===== src/rtl/jt49_env_pkg.sv =====
// Shared constants and types for the JT49 envelope generator.
// Covers shape register bit positions, FSM encoding, step maxima and the AY level map.
package jt49_env_pkg;

    localparam int SH_CONT = 3;
    localparam int SH_ATT  = 2;
    localparam int SH_ALT  = 1;
    localparam int SH_HOLD = 0;

    localparam logic [4:0] STEP_MAX_AY = 5'd15;
    localparam logic [4:0] STEP_MAX_YM = 5'd31;

    typedef enum logic {
        ST_HOLD = 1'b0,
        ST_RUN  = 1'b1
    } env_state_e;

    // Stretch a 4-bit AY level to 5 bits so that 0 stays 0 and 15 becomes 31.
    function automatic logic [4:0] ay_level(input logic [3:0] lvl4);
        return {lvl4, lvl4[3]};
    endfunction

endpackage


===== src/rtl/jt49_env_cnt.sv =====
// Envelope period counter: one strobe every max(period,1) enables.
// The strobe is combinational so the parent can step on the same falling edge.
module jt49_env_cnt (
    input  logic        clk,
    input  logic        rst_n,
    input  logic        cen,
    input  logic        clr,
    input  logic [15:0] period,
    output logic        strobe
);

    logic [15:0] pcnt;
    logic [16:0] next_cnt;
    logic [16:0] limit;

    // A 17-bit compare keeps pcnt=FFFF from wrapping; a count already past a
    // freshly lowered limit strobes on the next enable.
    assign limit    = (period == 16'd0) ? 17'd1 : {1'b0, period};
    assign next_cnt = {1'b0, pcnt} + 17'd1;
    assign strobe   = cen & ~clr & (next_cnt >= limit);

    always_ff @(negedge clk or negedge rst_n) begin
        if (!rst_n) begin
            pcnt <= 16'd0;
        end else if (clr) begin
            pcnt <= 16'd0;
        end else if (cen) begin
            pcnt <= strobe ? 16'd0 : next_cnt[15:0];
        end
    end

endmodule


===== src/rtl/jt49_env.sv =====
// JT49 envelope generator: steps a 16 (AY) or 32 (YM) level envelope through
// the AY/YM shapes, clocked on the falling edge by the cen256 enable.
module jt49_env
    import jt49_env_pkg::*;
#(
    parameter bit YM = 1'b0
) (
    input  logic        clk,
    input  logic        rst_n,
    input  logic        cen,
    input  logic [15:0] period,
    input  logic [3:0]  shape,
    input  logic        restart,
    output logic [4:0]  env,
    output logic        busy
);

    localparam logic [4:0] STEP_MAX = YM ? STEP_MAX_YM : STEP_MAX_AY;

    env_state_e state, state_nx;
    logic [4:0] step, step_nx, step_inc;
    logic       inv, inv_nx;
    logic [4:0] env_nx;
    logic       strobe;

    function automatic logic [4:0] out_level(input logic [4:0] stp, input logic iv);
        logic [4:0] lvl;
        lvl = stp ^ {5{iv}};
        return YM ? lvl : ay_level(lvl[3:0]);
    endfunction

    // The counter only sees enables while running, so pcnt freezes in HOLD.
    jt49_env_cnt u_cnt (
        .clk    (clk),
        .rst_n  (rst_n),
        .cen    (cen & (state == ST_RUN)),
        .clr    (restart),
        .period (period),
        .strobe (strobe)
    );

    assign step_inc = step + 5'd1;
    assign busy     = (state == ST_RUN);

    always_comb begin
        state_nx = state;
        step_nx  = step;
        inv_nx   = inv;
        env_nx   = env;
        if (restart) begin
            state_nx = ST_RUN;
            step_nx  = 5'd0;
            inv_nx   = ~shape[SH_ATT];
            env_nx   = out_level(5'd0, ~shape[SH_ATT]);
        end else if (state == ST_RUN && strobe) begin
            if (step == STEP_MAX) begin
                if (!shape[SH_CONT]) begin
                    state_nx = ST_HOLD;
                    env_nx   = 5'd0;
                end else if (shape[SH_HOLD]) begin
                    state_nx = ST_HOLD;
                    env_nx   = (shape[SH_ATT] ^ shape[SH_ALT]) ? 5'd31 : 5'd0;
                end else begin
                    step_nx = 5'd0;
                    inv_nx  = inv ^ shape[SH_ALT];
                    env_nx  = out_level(5'd0, inv ^ shape[SH_ALT]);
                end
            end else begin
                step_nx = step_inc;
                env_nx  = out_level(step_inc, inv);
            end
        end
    end

    always_ff @(negedge clk or negedge rst_n) begin
        if (!rst_n) begin
            state <= ST_HOLD;
            step  <= 5'd0;
            inv   <= 1'b1;
            env   <= 5'd0;
        end else begin
            state <= state_nx;
            step  <= step_nx;
            inv   <= inv_nx;
            env   <= env_nx;
        end
    end

endmodule


===== config.mk =====
export PLATFORM = sky130hd
export DESIGN_NAME = jt49_env
export DESIGN_NICKNAME = d
export VERILOG_FILES = /design/src/rtl/jt49_env_pkg.sv /design/src/rtl/jt49_env_cnt.sv /design/src/rtl/jt49_env.sv
export SDC_FILE = /design/constraint.sdc
export NUM_CORES = 1
export LEC_CHECK = 0
export ABC_AREA = 1
export CORE_ASPECT_RATIO = 0.9
export CORE_MARGIN = 2
export CORE_UTILIZATION = 61
export DETAILED_ROUTE_END_ITERATION = 6
export PLACE_DENSITY_LB_ADDON = 0.15
export RECOVER_POWER = 50
export REMOVE_ABC_BUFFERS = 1
export SETUP_SLACK_MARGIN = 0.05
export SYNTH_ARGS = -nofsm -noshare
export SYNTH_HDL_FRONTEND = slang
export SYNTH_HIERARCHICAL = 1
export SYNTH_SLANG_ARGS = --single-unit

===== constraint.sdc =====
create_clock -name clk -period 5.2 [get_ports clk]
set_clock_uncertainty 0.15 [all_clocks]
set_input_delay 0.52 -clock clk [delete_from_list [all_inputs] [get_ports clk]]
set_output_delay 0.52 -clock clk [all_outputs]
set_load 0.02 [all_outputs]

==> flow_metrics.py, run 1 <==
metrics = {
    "status": {
        "status": "finished clean",
    },
    "yosys": {
        "muxShareOfSynthArea": 0,
        "yosys_most_used_dff": "sky130_fd_sc_hd__dfrtn_1",
        "avgSynthCellArea_um2": 6.44,
        "synth_largest_area_cell": "sky130_fd_sc_hd__dfrtn_1",
        "synth.most_common_cell": "sky130_fd_sc_hd__nand2_1",
        "synth-xor-area-share": 0.0245,
        "synth_area_in_compound_gates": 0.0504,
        "ys_async_sr_fraction": 1.00,
        "post-synth-top-area-fraction": 0.260,
        "synth_top_cells_by_count": "sky130_fd_sc_hd__nand2_1 (129), sky130_fd_sc_hd__inv_1 (72), sky130_fd_sc_hd__nor2_1 (37), sky130_fd_sc_hd__dfrtn_1 (26), sky130_fd_sc_hd__nand3_1 (26)",
        "synth_top_family_by_area": "simple AND/OR/NAND/NOR gates",
        "share_of_synthesized_cell_area_in_full_adder_half_adder_and_majority_cells": 0.0899,
        "post_synth_num_cell_types": 35,
        "yosys_register_bits": 27,
        "synth_edf_count": 0,
        "synth_cells": 389,
        "syn_area_mm2": 0.00250,
        "seq_total_area_yosys": 0.270,
        "post_synth_main_area_contributors": "sky130_fd_sc_hd__dfrtn_1 (26%), sky130_fd_sc_hd__nand2_1 (19%), sky130_fd_sc_hd__inv_1 (11%)",
        "yosys.area_share.simple": 0.432,
        "synth_warnings": 6,
    },
    "power": {
        "pwr_density_cell_mw_per_mm2": 163,
        "power.total_mw": 0.505,
        "vdd_drop_max_mv": 0.152,
        "leakage_power_total_nw": 1.75,
    },
    "critical_path": {
        "r2r_end": "step[0]$_DFFE_NN0P_",
        "cp.required_ns": 2.58,
        "path_class": "in -> reg",
        "endpoint": "step[0]$_DFFE_NN0P_",
        "data_arrival_critical_path_ns": 2.49,
        "end_kind": "flop",
        "launching_point_of_the_worst_reg2reg_path": "u_cnt/pcnt[0]$_DFFE_NN0P_",
        "critical_path.startpoint_type": "primary input",
        "worst-r2r-setup-slack_ns": 1.84,
        "crit_fanout": 5,
        "worst_r2r_path_depth": 19,
        "startpoint": "period[15]",
    },
    "clock_network": {
        "clock_buffers_created_by_tritoncts": 3,
        "cts.path.max_buffers": 2,
        "cts.clk_slew.worst_paths_ns": 0.06,
        "htree_levels": 1,
        "clock_insertion_delay_worst_skew_ns": 0.34,
        "clockRootBuffer": "sky130_fd_sc_hd__clkbuf_8",
        "clock_sink_count": 27,
        "tritoncts_clock_tree": "yes",
    },
    "placement": {
        "placement.io_buffers": 29,
        "gp_routability_congestion": 0.903,
        "place.detailed.hpwl_um": 4770,
        "placed_cells": 478,
        "postPlaceCellArea_mm2": 0.00294,
    },
    "die": {
        "die-height_um": 64.8,
        "fp.dieArea_mm2": 0.00464,
        "floorplan.io_pins": 30,
        "rows": 22,
        "fp.coreArea_mm2": 0.00402,
        "initial_core_util": 0.623,
        "width_of_the_chip_um": 71.5,
    },
    "route": {
        "detailedRoute.firstPassIterationCount": 5,
        "wl_per_cell_um": 12.5,
        "drcViolationCount": 0,
        "detail-route-antenna-nets": 0,
        "route.final.wire_length_um": 6140,
        "num_vias": 2599,
        "vias_per_cell": 5.29,
        "drt_iter0_markers": 187,
    },
    "cells_and_area": {
        "final_net_count": 486,
        "post_route_cells_drive_above_1_share": 0.212,
        "antenna_cells_inserted": 0,
        "finalNonFillerCells": 491,
        "stdcell_area_mm2": 0.00310,
        "areaGrowthSynthToFinish_pct": 23.8,
    },
    "grt": {
        "grt_first_pass_wirelength_um": 10800,
        "grt_usage": 0.291,
        "first_global_vias": 2516,
        "grt_antenna_before_repair": 0,
        "grt_overflow": 0,
        "grt_max_degree": 17,
    },
    "sta": {
        "slew_violations": 0,
        "finalHoldViolCount": 0,
        "setup_repair_after_global_routing_missed_its_margin": "yes",
        "final-setup-viol-count": 0,
        "slew-limit-headroom": 0.228,
        "worst_pin_slew_ns": 1.15,
        "hold_slack_ns": 0.323,
    },
    "min_path": {
        "hp-class": "reg -> reg",
    },
    "flow_run": {
        "cap_violations": 0,
    },
}
-- where the power goes --
part | internal, mW | leakage, nW | switching [mW]
combinational | 0.0686 | 1.37 | 0.0736
sequential | 0.225 | 0.356 | 0.0151
clock | 0.0560 | 0.0281 | 0.0670
-- cells by family (layout without fill, tap and decap cells) --
kind of cell | after synthesis | count (layout)
AOI/OAI and AO/OA | 22 | 22
xor gates and xnor gates | 7 | 7
adders and majority gates | 18 | 18
buffers and inverters | 81 | 135
DFF | 27 | 27
and+or+nand+nor | 234 | 234
-- critical path, stage by stage --
cell and delay (ns):
sky130_fd_sc_hd__buf_6 0.07, sky130_fd_sc_hd__inv_2 0.03, sky130_fd_sc_hd__nand4_1 0.13, sky130_fd_sc_hd__nor3_2 0.05
sky130_fd_sc_hd__a31o_2 0.26, sky130_fd_sc_hd__ha_4 0.26, sky130_fd_sc_hd__nand2_2 0.04, sky130_fd_sc_hd__inv_2 0.04
sky130_fd_sc_hd__nand2_2 0.04, sky130_fd_sc_hd__nor2_2 0.12, sky130_fd_sc_hd__nand2_1 0.08, sky130_fd_sc_hd__nand3_2 0.09
sky130_fd_sc_hd__nor2_4 0.04, sky130_fd_sc_hd__a21oi_2 0.14, sky130_fd_sc_hd__nand2_2 0.08, sky130_fd_sc_hd__nand2_4 0.11
sky130_fd_sc_hd__inv_4 0.05, sky130_fd_sc_hd__a21oi_4 0.17, sky130_fd_sc_hd__inv_2 0.05, sky130_fd_sc_hd__nand2_1 0.05
sky130_fd_sc_hd__o21ai_1 0.06
-- sequential cells by signal, indices dropped and copies added (netlist names) --
name and count:
u_cnt/pcnt 16, env 4, busy 1, step 5, inv 1
-- worst min-delay path by stage --
stage / from / endpoint / slack (ns) / cells past startpoint
after floorplan: u_cnt/pcnt[1]$_DFFE_NN0P_ / u_cnt/pcnt[1]$_DFFE_NN0P_ / 0.29 / 2
after global placement: u_cnt/pcnt[1]$_DFFE_NN0P_ / u_cnt/pcnt[1]$_DFFE_NN0P_ / 0.31 / 2
after detailed placement: u_cnt/pcnt[1]$_DFFE_NN0P_ / u_cnt/pcnt[1]$_DFFE_NN0P_ / 0.31 / 2
final: u_cnt/pcnt[1]$_DFFE_NN0P_ / u_cnt/pcnt[1]$_DFFE_NN0P_ / 0.32 / 2
after global routing: u_cnt/pcnt[1]$_DFFE_NN0P_ / u_cnt/pcnt[1]$_DFFE_NN0P_ / 0.37 / 2
after CTS: u_cnt/pcnt[1]$_DFFE_NN0P_ / u_cnt/pcnt[1]$_DFFE_NN0P_ / 0.32 / 2
-- metrics by stage --
| stage | util | setup WS (ns) | setup TNS, ns |
|---|---|---|---|
| final | 0.771 | 0.0902 | 0 |
| after detailed placement | 0.731 | -0.699 | -9.87 |
| after floorplan | - | -0.331 | -1.98 |
| after global routing | 0.771 | -0.0677 | -0.305 |
| after CTS | 0.753 | 0.0534 | 0 |
| after global placement | 0.731 | -0.589 | -7.00 |
-- layer usage --
metal,routed length (um),vias to the layer above,global-route usage,share of wire
li1,-,1320,-,-
met1,2690,1173,0.372,0.44
met2,2900,95,0.495,0.47
met3,427,11,0.0591,0.070
met4,124,0,0.0825,0.020
met5,0,-,0,0
-- layout by cell type, fill, tap and decap left out, types with 2 or more instances in the layout --
cell and instances:
sky130_fd_sc_hd__nor3_2 2, sky130_fd_sc_hd__clkbuf_8 3, sky130_fd_sc_hd__o21ai_0 3, sky130_fd_sc_hd__nand3_1 24
sky130_fd_sc_hd__buf_2 2, sky130_fd_sc_hd__nand3b_1 2, sky130_fd_sc_hd__nor2_4 2, sky130_fd_sc_hd__a21oi_1 9
sky130_fd_sc_hd__nand2_2 5, sky130_fd_sc_hd__nor3_1 4, sky130_fd_sc_hd__buf_6 6, sky130_fd_sc_hd__o21bai_1 2
sky130_fd_sc_hd__nand4_1 9, sky130_fd_sc_hd__nand2_1 125, sky130_fd_sc_hd__nand3_2 13, sky130_fd_sc_hd__clkbuf_1 3
sky130_fd_sc_hd__clkdlybuf4s15_1 2, sky130_fd_sc_hd__a21oi_2 2, sky130_fd_sc_hd__ha_1 17, sky130_fd_sc_hd__buf_4 25
sky130_fd_sc_hd__dlygate4sd2_1 2, sky130_fd_sc_hd__nor2_1 36, sky130_fd_sc_hd__dfrtn_1 26, sky130_fd_sc_hd__inv_1 61
sky130_fd_sc_hd__clkbuf_2 4, sky130_fd_sc_hd__xnor2_1 3, sky130_fd_sc_hd__o21ai_1 2, sky130_fd_sc_hd__clkdlybuf4s50_1 12
sky130_fd_sc_hd__inv_2 13, sky130_fd_sc_hd__nor2_2 5, sky130_fd_sc_hd__xor2_1 4, sky130_fd_sc_hd__or2_4 3
-- cell type report --
| cell class | instances | area, um2 |
|---|---|---|
| fill | 333 | 918 |
| tap | 48 | 60.1 |
| clock inverter | 1 | 3.75 |
| sequential | 27 | 677 |
| timing repair buffer | 56 | 460 |
| clock buffer | 4 | 45.0 |
| inverter | 74 | 280 |
| multi-input combinational | 281 | 1570 |
-- what timing repair did --
| item | in CTS | in global routing |
|---|---|---|
| hold buffers | 0 | 0 |
| setup endpoints to repair | 11 | 11 |
| endpoints found under the hold margin | 0 | 0 |
| buffers inserted | 6 | 3 |
| resized for setup | 43 | 35 |
| pin swaps | 15 | 11 |
| gates cloned | 0 | 0 |
No activity file was read; power rests on OpenSTA's default activity.
==> run 2: changes to the inputs <==
REMOVE_ABC_BUFFERS = default   (was 1)
==> run 2 against run 1 <==
Effect of this change:
- routed wire length shrank 1.6%
- sequential share of layout area grew 0.43 points
- largest cell class unchanged
- die area unchanged
- critical path type unchanged
- highest routed layer unchanged
- flip-flop and latch count unchanged
- register-to-register slack got worse by 0.06 ns
==> flow_metrics.py, run 2 (same netlist as run 1, synthesis figures left out) <==
metrics = {
    "cells_and_area": {
        "most_common_cell_after_layout_fill_and_taps_aside": "sky130_fd_sc_hd__nand2_1",
        "finalNonFillerCells": 480,
        "post_route_cells_drive_above_1_share": 0.194,
        "post-route-util": 0.757,
        "reg.largest.list": "u_cnt/pcnt: 16 flops, step: 5 flops, env: 4 flops",
        "largest_register_ffs": 16,
        "final_net_count": 475,
        "max_flop_register": "u_cnt/pcnt",
        "areaGrowthSynthToFinish_pct": 21.4,
        "antenna_cells_inserted": 0,
        "most-common-layout-cells": "sky130_fd_sc_hd__nand2_1 (125), sky130_fd_sc_hd__inv_1 (63), sky130_fd_sc_hd__nor2_1 (37)",
    },
    "critical_path": {
        "critical_path.startpoint_type": "primary input",
        "startpoint": "period[13]",
        "timing.critical_path.mode_cell": "sky130_fd_sc_hd__nand2_2",
        "crit_fanout": 5,
        "r2r_end": "step[0]$_DFFE_NN0P_",
        "critical_path.max_stage_delay_ns": 0.26,
        "worst_r2r_path_depth": 21,
        "data_arrival_critical_path_ns": 2.53,
        "critical_path.cell_chain": "buf_8 > inv_8 > nand4_1 > nor3_2 > a31o_2 > ha_4 > nand2_2 > inv_2 > nand2_1 > nor2_1 > nand2_1 > nand3_2 > nor2_4 > a21oi_2 > nand2_2 > nand2_4 > inv_4 > a21oi_4 > inv_2 > nand2_2 > o21ai_1",
        "worst-r2r-setup-slack_ns": 1.78,
        "cp.required_ns": 2.57,
        "path_class": "in -> reg",
        "crit_slowest_cell": "sky130_fd_sc_hd__a31o_2",
        "launching_point_of_the_worst_reg2reg_path": "u_cnt/pcnt[0]$_DFFE_NN0P_",
        "end_kind": "flop",
    },
    "die": {
        "floorplan.io_pins": 30,
        "fp.coreArea_mm2": 0.00402,
        "die-height_um": 64.8,
        "initial_core_util": 0.623,
        "width_of_the_chip_um": 71.5,
        "rows": 22,
        "fp.dieArea_mm2": 0.00464,
    },
    "placement": {
        "placed_cells": 474,
        "placement.io_buffers": 29,
        "place.detailed.hpwl_um": 4780,
        "pre_cts_slack_ns": -0.722,
        "gp_routability_congestion": 0.910,
    },
    "sta": {
        "final.setup.worst_slack_ns": 0.0455,
        "worst_pin_slew_ns": 1.40,
        "finalHoldViolCount": 0,
        "slew_violations": 0,
        "final-setup-viol-count": 0,
        "slew-limit-headroom": 0.0678,
        "setup_repair_after_global_routing_missed_its_margin": "yes",
        "setup-tns-final_ns": 0,
    },
    "power": {
        "leakage_power_total_nw": 1.71,
        "pwr_density_cell_mw_per_mm2": 162,
        "vdd_drop_max_mv": 0.165,
        "clock_power_share": 0.239,
        "power.share.switching": 0.309,
        "p_sw_mw": 0.152,
        "share_comb_of_total_power": 0.272,
        "internal_power_mw": 0.340,
        "power.total_mw": 0.492,
        "sequentialPowerShare": 0.489,
    },
    "route": {
        "detailedRoute.firstPassIterationCount": 5,
        "met2_wirelength_um": 2760,
        "route.final.wire_length_um": 6040,
        "drt_iter0_markers": 188,
        "drcViolationCount": 0,
        "vias_per_cell": 5.29,
        "detail-route-antenna-nets": 0,
        "route.layer.met1.wl_um": 2830,
        "maxUsedRoutingLayer": "met4",
        "num_vias": 2539,
        "detailroute.wirelength.met3_um": 344,
        "wl_per_cell_um": 12.6,
    },
    "clock_network": {
        "clock_insertion_delay_worst_skew_ns": 0.34,
        "cts.path.max_buffers": 2,
        "clockRootBuffer": "sky130_fd_sc_hd__clkbuf_8",
        "post_cts_hold_buffer_count": 0,
        "clock_sink_count": 27,
        "tritoncts_clock_tree": "yes",
        "htree_levels": 1,
        "cts.clk_slew.worst_paths_ns": 0.06,
        "clock_buffers_created_by_tritoncts": 3,
    },
    "min_path": {
        "hp-class": "reg -> reg",
        "hold_path.startpoint": "u_cnt/pcnt[9]$_DFFE_NN0P_",
        "hold_path_cells": 2,
        "hold-path-endpoint": "u_cnt/pcnt[9]$_DFFE_NN0P_",
    },
    "grt": {
        "first_global_vias": 2318,
        "grt_first_pass_wirelength_um": 10200,
        "grt_max_degree": 28,
        "grt_overflow": 0,
        "grt_antenna_before_repair": 0,
        "grt_usage": 0.277,
    },
    "flow_run": {
        "cap_violations": 0,
    },
    "yosys": {
        "postSynthNetCount": 431,
    },
    "status": {
        "status": "finished clean",
    },
}
## run 2: changes by cell type in the layout (fill, tap and decap cells not counted), sizes merged
cell / before / now
buf: 33 / 23
clkdlybuf4s15: 2 / 1
clkdlybuf4s50: 12 / 9
dlygate4sd2: 2 / 1
dlygate4sd3: 1 / 4
inv: 75 / 76
## run 2: how the worst max path moves through the flow
stage / to / slack [ns] / cells after the start
floorplan: env[1]$_DFFE_NN0P_ / -0.06 / 19
global placement: step[0]$_DFFE_NN0P_ / -0.62 / 21
detailed placement: step[0]$_DFFE_NN0P_ / -0.72 / 21
CTS: env[2]$_DFFE_NN0P_ / 0.05 / 18
global route: step[0]$_DFFE_NN0P_ / -0.002 / 21
finish: step[0]$_DFFE_NN0P_ / 0.05 / 21
## run 2: metrics by stage
step	hold slack, ns	instance area, um2
floorplan	0.286	2570
global placement	0.328	2980
detailed placement	0.328	2980
CTS	0.331	3020
global route	0.372	3040
finish	0.339	3040
## run 2: layout make-up
| cell class | instances | area, um2 |
|---|---|---|
| multi-input combinational | 281 | 1570 |
| tap | 48 | 60.1 |
| clock buffer | 3 | 41.3 |
| clock inverter | 2 | 7.51 |
| timing repair buffer | 45 | 374 |
| fill | 345 | 978 |
| sequential | 27 | 677 |
| inverter | 74 | 308 |
## run 2: metal layers
metal  vias to the layer above  global-route usage
li1                       1297                   -
met1                      1153               0.395
met2                        76               0.434
met3                        13              0.0420
met4                         0              0.0778
met5                         -                   0
## run 2: what timing repair did
| item | in CTS | in global routing |
|---|---|---|
| pin swaps | 9 | 9 |
| setup buffers | 2 | 0 |
| gates resized for setup | 43 | 28 |
| setup endpoints to repair | 27 | 10 |
## run 2: worst max-delay path, delay by kind of cell
kind / cells / cell delay [ns]
adders and majority gates: 1 / 0.26
and+or+nand+nor: 11 / 0.78
AOI/OAI and AO/OA: 4 / 0.70
buffers and inverters: 5 / 0.26
## run 2: power by group through the flow
stage / registers [mW] / logic, mW / clock network, mW
4_1_cts: 0.240 / 0.132 / 0.122
6_report: 0.240 / 0.134 / 0.117
5_1_grt: 0.242 / 0.149 / 0.131
3_5_place_dp: 0.243 / 0.134 / 0.00241
2_1_floorplan: 0.244 / 0.0713 / 0.00241
3_3_place_gp: 0.243 / 0.131 / 0.00241
